[config.mk]
export PLATFORM = sky130hd
export DESIGN_NAME = rr_arbiter8_flat
export DESIGN_NICKNAME = d
export VERILOG_FILES = /design/src/rtl/arb_pkg.sv /design/src/rtl/rr_arbiter8_if.sv /design/src/rtl/rr_pick.sv /design/src/rtl/rr_arbiter8.sv /design/src/flat_wrapper.sv
export SDC_FILE = /design/constraint.sdc
export NUM_CORES = 1
export LEC_CHECK = 0
export BUFFER_PORTS_ARGS = -buffer_cell sky130_fd_sc_hd__buf_2
export CAP_MARGIN = 20
export CELL_PAD_IN_SITES_DETAIL_PLACEMENT = 1
export CELL_PAD_IN_SITES_GLOBAL_PLACEMENT = 1
export CORE_UTILIZATION = 43
export DETAILED_ROUTE_END_ITERATION = 8
export PLACE_DENSITY = 0.75
export SETUP_SLACK_MARGIN = 0.4
export SYNTH_ARGS = -nofsm -noshare
export SYNTH_HDL_FRONTEND = slang
export SYNTH_SLANG_ARGS = --single-unit
export TNS_END_PERCENT = 5
[constraint.sdc]
create_clock -name clk -period 3.6 [get_ports clk]
set_clock_uncertainty 0.1 [all_clocks]
set_input_delay 0.54 -clock clk [delete_from_list [all_inputs] [get_ports clk]]
set_output_delay 0.54 -clock clk [all_outputs]
set_load 0.05 [all_outputs]
[src/rtl/arb_pkg.sv]
// arb_pkg: shared constants, FSM state type and index-to-one-hot helper for rr_arbiter8
package arb_pkg;
  localparam int N = 8;
  localparam int IDXW = 3;
  typedef enum logic {IDLE, GRANT} state_e;
  function automatic logic [N-1:0] onehot(input logic [IDXW-1:0] i);
    return N'(1) << i;
  endfunction
endpackage

[src/rtl/rr_arbiter8_if.sv]
// rr_arbiter8_if: arbiter bus (en/req/done in; gnt/gnt_idx/gnt_valid/timeout out); master drives requests, slave is the arbiter
interface rr_arbiter8_if;
  import arb_pkg::*;
  logic en;
  logic done;
  logic [N-1:0] req;
  logic [N-1:0] gnt;
  logic [IDXW-1:0] gnt_idx;
  logic gnt_valid;
  logic timeout;
  modport master (output en, req, done, input gnt, gnt_idx, gnt_valid, timeout);
  modport slave (input en, req, done, output gnt, gnt_idx, gnt_valid, timeout);
endinterface

[src/rtl/rr_pick.sv]
// rr_pick: rotating priority encoder (req, ptr in; idx = first set req bit at or after ptr mod N, any = |req)
module rr_pick
  import arb_pkg::*;
(
  input  logic [N-1:0]    req,
  input  logic [IDXW-1:0] ptr,
  output logic [IDXW-1:0] idx,
  output logic            any
);
  always_comb begin
    idx = '0;
    any = |req;
    for (int i = N - 1; i >= 0; i--) idx = req[ptr + IDXW'(i)] ? ptr + IDXW'(i) : idx;
  end
endmodule

[src/rtl/rr_arbiter8.sv]
// rr_arbiter8: round-robin grant holder with release on done/req drop/en drop/hold limit (clk, rst, bus slave)
module rr_arbiter8
  import arb_pkg::*;
#(
  parameter int MAX_HOLD = 16
) (
  input logic          clk,
  input logic          rst,
  rr_arbiter8_if.slave bus
);
  localparam int CW = MAX_HOLD < 1 ? 1 : $clog2(MAX_HOLD + 1);
  state_e state_q, state_d;
  logic [IDXW-1:0] ptr_q, ptr_d, idx_q, idx_d, pick_idx;
  logic [N-1:0] gnt_q, gnt_d;
  logic [CW-1:0] hold_q, hold_d;
  logic valid_q, valid_d, to_q, to_d, pick_any, lim, rel, go, drop;
  rr_pick u_pick (.req(bus.req), .ptr(ptr_q), .idx(pick_idx), .any(pick_any));
  // hold_q counts completed grant cycles, so reaching MAX_HOLD-1 means this is the last allowed one
  assign lim  = (MAX_HOLD != 0) && (hold_q == CW'(MAX_HOLD - 1));
  assign rel  = bus.done | ~bus.req[idx_q] | ~bus.en | lim;
  assign go   = (state_q == IDLE) && bus.en && pick_any;
  assign drop = (state_q == GRANT) && rel;
  always_ff @(posedge clk) begin
    if (rst) begin
      state_q <= IDLE;
      ptr_q   <= '0;
      idx_q   <= '0;
      gnt_q   <= '0;
      hold_q  <= '0;
      valid_q <= 1'b0;
      to_q    <= 1'b0;
    end else begin
      state_q <= state_d;
      ptr_q   <= ptr_d;
      idx_q   <= idx_d;
      gnt_q   <= gnt_d;
      hold_q  <= hold_d;
      valid_q <= valid_d;
      to_q    <= to_d;
    end
  end
  always_comb begin
    state_d = (state_q == IDLE) ? (go ? GRANT : IDLE) : (rel ? IDLE : GRANT);
  end
  always_comb begin
    idx_d   = go ? pick_idx : drop ? '0 : idx_q;
    gnt_d   = go ? onehot(pick_idx) : drop ? '0 : gnt_q;
    valid_d = go | (valid_q & ~drop);
    ptr_d   = drop ? idx_q + 1'b1 : ptr_q;
    hold_d  = (state_q == GRANT) ? ((hold_q == CW'(MAX_HOLD)) ? hold_q : hold_q + 1'b1) : '0;
    // a coincident done, req drop or en drop makes the release a normal one
    to_d    = drop & lim & ~bus.done & bus.req[idx_q] & bus.en;
  end
  assign bus.gnt       = gnt_q;
  assign bus.gnt_idx   = idx_q;
  assign bus.gnt_valid = valid_q;
  assign bus.timeout   = to_q;
endmodule

[src/flat_wrapper.sv]
// flat-port wrapper written by rule: the top's interface ports become plain ports
module rr_arbiter8_flat import arb_pkg::*;
#(
  parameter int MAX_HOLD = 16
)
  (clk, rst, bus_en, bus_req, bus_done, bus_gnt, bus_gnt_idx, bus_gnt_valid, bus_timeout);
  rr_arbiter8_if bus_i ();
  input logic clk;
  input logic rst;
  input wire logic [$bits(bus_i.en)-1:0] bus_en;
  input wire logic [$bits(bus_i.req)-1:0] bus_req;
  input wire logic [$bits(bus_i.done)-1:0] bus_done;
  output wire logic [$bits(bus_i.gnt)-1:0] bus_gnt;
  output wire logic [$bits(bus_i.gnt_idx)-1:0] bus_gnt_idx;
  output wire logic [$bits(bus_i.gnt_valid)-1:0] bus_gnt_valid;
  output wire logic [$bits(bus_i.timeout)-1:0] bus_timeout;
  assign bus_i.en = bus_en;
  assign bus_i.req = bus_req;
  assign bus_i.done = bus_done;
  assign bus_gnt = bus_i.gnt;
  assign bus_gnt_idx = bus_i.gnt_idx;
  assign bus_gnt_valid = bus_i.gnt_valid;
  assign bus_timeout = bus_i.timeout;
  rr_arbiter8 #(.MAX_HOLD(MAX_HOLD)) u_core (.clk(clk), .rst(rst), .bus(bus_i));
endmodule
# Word level (Yosys, flattened, before mapping)
# Index checks and enable logic that the tools add are counted.
# op_classes
n_shift	1
magnitude_cmp	9
bitwise_logic	14
n_mux	33
n_reduce_logical	6
eq_ne	2
addsub	9
# ops
cell	count
3-bit by 4-bit < comparator with 1-bit output (second input constant)	9
3-bit 2-to-1 mux	10
1-bit binary-select mux with 3-bit select	9
8-bit 2-to-1 mux	2
3-bit adder (second input constant)	4
1-bit 2-to-1 mux	12
8-bit OR reduction	1
1-bit by 3-bit << shifter with 8-bit output (first input constant)	1
3-bit by 1-bit adder with 3-bit output (second input constant)	2
3-bit by 2-bit adder with 3-bit output (second input constant)	2
5-bit by 1-bit adder with 5-bit output (second input constant)	1
1-bit AND	5
5-bit by 4-bit == test with 1-bit output (second input constant)	1
5-bit == test (second input constant)	1
1-bit NOT	5
1-bit OR	4
1-bit logical AND	3
2-bit nonzero test	1
2-bit OR reduction	1
# word_totals
in_bits	12
register_bits	22
out_inout_bits	13

# Logic depth before layout (Yosys ltp)
# depth
ltp_word	13
depth_mapped	12
mapped_depth_nobuf	9

# Cells and area by module
# Synthesis repeated with hierarchy kept, for this count alone.
# hier_totals
cells_unflattened	188
hier_area_um2	1816.7
# modules_own_cells
mod	cells_each	n_inst	area_per_inst_um2	seq_area_each_um2
rr_arbiter8	103	1	1024.7	440.4
rr_pick	85	1	792.0	0.0

# Worst setup path before layout
# No wires, ideal clock.
# synth_path
kind	flip-flop to flip-flop
startpoint	reg u_core.ptr_q[1]
endpoint	reg u_core.gnt_q[6] (netlist: u_core.bus.gnt[6])
stages_incl_launch_ff	12
path_slack_ns	0.523
t_required_ns	3.383
synth_period_minus_slack_ns	3.077
arrival_time_ns	2.860
setup_ns	0.117
cell_sequence	dfxtp_1 -> buf_2 -> inv_1 -> ha_1 -> buf_2 -> mux4_2 -> mux2i_1 -> nor2_1 -> o31ai_2 -> a31oi_4 -> nor3b_2 -> a22o_1
# synth_between
elab_chain_cells	13
elab_cells_between_ends	33
classes_between	add/sub (7); shift (1); mux (25)
# synth_rtl
element	line	text
start, declared	rr_arbiter8.sv:13	logic [IDXW-1:0] ptr_q, ptr_d, idx_q, idx_d, pick_idx;
start signal, assigned	rr_arbiter8.sv:34	ptr_q <= ptr_d;
3-bit adder	rr_pick.sv:13	for (int i = N - 1; i >= 0; i--) idx = req[ptr + IDXW'(i)] ? ptr + IDXW'(i) : idx;
1-bit binary-select mux with 3-bit select	rr_pick.sv:13	
1-bit 2-to-1 mux (implied by the code)	rr_pick.sv:13	
3-bit 2-to-1 mux (7 in series)	rr_pick.sv:13	
3-bit 2-to-1 mux *	rr_pick.sv:13	
1-bit by 3-bit << shifter with 8-bit output *	arb_pkg.sv:7	return N'(1) << i;
8-bit 2-to-1 mux *	rr_arbiter8.sv:47	gnt_d = go ? onehot(pick_idx) : drop ? '0 : gnt_q;
end signal, assigned	rr_arbiter8.sv:36	gnt_q <= gnt_d;
end, declared	rr_arbiter8.sv:14	logic [N-1:0] gnt_q, gnt_d;
# Mark *: on every way between the ends. The rest lies on a longest branch, timed or not. The select of a mux whose other input is x is not followed.
# A chain may end at the register's enable or synchronous reset.

# Worst setup path in the final report
# Ends and elaborated chain as after synthesis.

==> run metrics <==
area of the core 3720 µm²; filler instances 438; total chip power 832 µW; setup TNS 0 ns; Main synth FF type sky130_fd_sc_hd__dfxtp_1; router iterations before antenna repair 4; post-synthesis async set-or-reset flop share 0%; Syn. warnings 0; Util after Layout 51.4%; total routing usage reported by global routing 23.5%; result of the run finished, final reports clean; top achievable clock speed 334 MHz; DRC viols 0; kind of end point of the critical path flip-flop; critical path type reg2reg; vias after detailed routing 1489; slew at the pin closest to its max-slew limit 0.598 ns; number of enable-type register cells in the synthesized netlist 0; leakage component of the power 0.759 nW; net switching share of the total power 36.3%; post-CTS setup buffer count 0; required arrival time at the worst endpoint 3.67 ns; launching element type of the critical path flip-flop; total number of placement rows 22; logic depth of the worst register-to-register path 9; final weighted congestion in routability-driven placement 0.861; critical hold path startpoint u_core.bus.gnt[1]; # hold bufs at CTS 0; synthesis-to-layout area growth 13.9%; total global routing overflow 0; via density per instance 5.91; starting utilization of the core area 45.2%; post-synthesis cell area 1680 µm²; proportion of layout cells with a drive suffix above 1 26.5%; total count of hold-check failures in the final report 0; combinational group share of total power 39.2%; area share of the largest cell type after synthesis 26.2%; die span in x 64.5 µm; number of port buffers 24; die outline height 64.5 µm; setup repair after global routing missed its margin false; max_slew headroom 60.0%; arrival time reported for the critical path endpoint 3.06 ns; number of instances in the synthesized netlist 180; proportion of power drawn by flip-flops and latches 32.8%; antenna violations before repair 0; maximum number of pins on one net before global-route repair 15; Die Footprint 4160 µm²; Clock Sinks 22; count of antenna diodes in the layout 0; drt total wl 4.51 mm; Detail Route Antenna Nets 0; detailed placer's ending HPWL 3.63 mm; number of design-rule violations left by the first detailed-router iteration 64; number of primary I/O pins 25; synthesized area per cell 9.33 µm²; setup slack on the worst flop-to-flop path 0.61 ns; wire length of the first global-routing pass 7.58 mm; maximum capacitance violations 0; clock tree from TritonCTS built; cell type contributing the most total cell area after synthesis sky130_fd_sc_hd__dfxtp_1; Skew-Pair Late Insertion Delay 0.27 ns; Cells on Worst Hold Path 2; endpoint of the most critical register-to-register path u_core.bus.gnt[6]; synthesized flop and latch total 22; pwr dens 435 nW/µm²; final setup vio count 0; worst-case vdd ir drop 243 µV; post-cts sizing count 0; library cells used by synthesis 45; clock transition at the registers of the reported paths 0.09 ns; maximum level of the CTS H-tree 1; total net switching power 302 µW; type of the most critical hold path reg2reg; P_int 530 µW; Root Buffer sky130_fd_sc_hd__clkbuf_8; beginning of the worst register-to-register path u_core.ptr_q[1]; Min Clock Period, post-route 2.99 ns; Longest Clk Path Bufs 2; register area share after synthesis 26.2%; vias in the first global route 1558; layout net count 223; top cells by area in the synthesized netlist sky130_fd_sc_hd__dfxtp_1 26%, sky130_fd_sc_hd__mux4_2 13%, sky130_fd_sc_hd__mux2i_1 4.8%; hold-critical path endpoint u_core.bus.gnt[1]; Final Cycle Share 83.1%; Slew Viols, Final 0; Clk pwr share 28.0%; number of nets produced by synthesis 198; average wire per cell in the routed design 17.9 µm; CTS buffer count 3; CP Max Fanout 8
-- cell usage in the layout (no fill, tap or decap), drive strengths merged, types with 5 or more instances in the layout --
| master | synthesis | final |
|---|---|---|
| buf | 5 | 27 |
| dfxtp | 22 | 22 |
| nand2 | 15 | 15 |
| a21oi | 13 | 13 |
| inv | 13 | 13 |
| o21ai | 12 | 12 |
| nor2 | 11 | 11 |
| mux4 | 10 | 10 |
| mux2i | 9 | 9 |
| a22o | 7 | 7 |
| nor3 | 6 | 6 |
| ha | 6 | 6 |
| mux2 | 5 | 5 |
-- kinds of logic (layout without fill, tap and decap cells) --
| family | Yosys count | count (layout) | share of synthesized area (%) |
|---|---|---|---|
| compound gates | 48 | 48 | 21.3 |
| mux | 24 | 24 | 22.8 |
| flops | 22 | 22 | 26.2 |
| xor+xnor | 8 | 8 | 4.17 |
| fa+ha+maj | 6 | 6 | 4.47 |
| buf+inv | 20 | 44 | 5.59 |
| simple gates | 52 | 52 | 15.4 |
-- worst max-delay path by stage --
stage	startpoint	endpoint	slack [ns]	depth (start not counted)
after floorplan	u_core.ptr_q[1]	u_core.bus.gnt[6]	0.52	11
after global placement	u_core.ptr_q[1]	u_core.bus.gnt[6]	0.49	9
after detailed placement	u_core.ptr_q[1]	u_core.bus.gnt[6]	0.47	9
after CTS	u_core.ptr_q[1]	u_core.bus.gnt[6]	0.45	9
after global routing	u_core.ptr_q[1]	u_core.bus.gnt[4]	0.46	9
final	u_core.ptr_q[1]	u_core.bus.gnt[6]	0.61	9
-- stage by stage --
step | hold slack [ns] | std cells | worst slack, ns | cell area [µm²]
floorplan | 0.394 | 180 | 0.523 | 1680
global placement | 0.334 | 247 | 0.486 | 1830
detailed placement | 0.349 | 247 | 0.473 | 1830
CTS | 0.362 | 251 | 0.455 | 1900
global route | 0.380 | 252 | 0.457 | 1910
finish | 0.358 | 252 | 0.609 | 1910
-- Yosys cell counts, types with 3 or more instances --
| cell type | number |
|---|---|
| sky130_fd_sc_hd__dfxtp_1 | 22 |
| sky130_fd_sc_hd__nand2_1 | 15 |
| sky130_fd_sc_hd__a21oi_1 | 13 |
| sky130_fd_sc_hd__inv_1 | 12 |
| sky130_fd_sc_hd__nor2_1 | 11 |
| sky130_fd_sc_hd__mux4_2 | 10 |
| sky130_fd_sc_hd__o21ai_1 | 9 |
| sky130_fd_sc_hd__mux2i_1 | 8 |
| sky130_fd_sc_hd__a22o_1 | 7 |
| sky130_fd_sc_hd__ha_1 | 6 |
| sky130_fd_sc_hd__nor3_1 | 6 |
| sky130_fd_sc_hd__nand3_1 | 4 |
| sky130_fd_sc_hd__xnor2_1 | 4 |
| sky130_fd_sc_hd__xor2_1 | 4 |
| sky130_fd_sc_hd__buf_2 | 3 |
| sky130_fd_sc_hd__nand3b_1 | 3 |
| sky130_fd_sc_hd__o21ai_0 | 3 |
-- routing by layer --
layer | vias to the layer above | global-route usage [%] | part of all wire (%)
li1 | 720 | - | -
met1 | 744 | 27.9 | 44
met2 | 19 | 44.5 | 53
met3 | 6 | 3.35 | 1.8
met4 | 0 | 4.72 | 1.1
met5 | - | 0 | 0
-- registers in the layout, summed over array words and instances, names as in the netlist --
register / flops
u_core.bus.gnt_idx: 3
u_core.ptr_q: 3
u_core.bus.gnt_valid: 1
u_core.state_q: 1
u_core.bus.timeout: 1
u_core.hold_q: 5
u_core.bus.gnt: 8
-- area by class of cell --
cell class | instances | area, µm² | area share, %
Multi-Input combinational cell | 138 | 1150 | 60.2
Sequential cell | 22 | 440 | 23.0
Timing Repair Buffer | 27 | 140 | 7.33
Tap cell | 48 | 60.1 | 3.14
Inverter | 13 | 48.8 | 2.55
Clock buffer | 3 | 41.3 | 2.16
Clock inverter | 1 | 30.0 | 1.57
-- worst max-delay path, stage by stage, from the launching register on --
cell and delay, ns:
sky130_fd_sc_hd__dfxtp_1 0.33, sky130_fd_sc_hd__inv_1 0.10, sky130_fd_sc_hd__ha_2 0.46, sky130_fd_sc_hd__mux4_2 0.64, sky130_fd_sc_hd__mux2i_2 0.34, sky130_fd_sc_hd__nor2_1 0.09
sky130_fd_sc_hd__o31ai_2 0.27, sky130_fd_sc_hd__a31oi_4 0.16, sky130_fd_sc_hd__nor3b_2 0.19, sky130_fd_sc_hd__a22o_1 0.22
-- power groups by stage --
stage	Clock, mW	Combinational, mW	Sequential, mW
2_1_floorplan	0	0.215	0.310
3_3_place_gp	0	0.310	0.279
3_5_place_dp	0	0.320	0.279
4_1_cts	0.236	0.323	0.274
5_1_grt	0.244	0.351	0.276
6_report	0.233	0.326	0.273
Power figures use the tool's default switching activity.
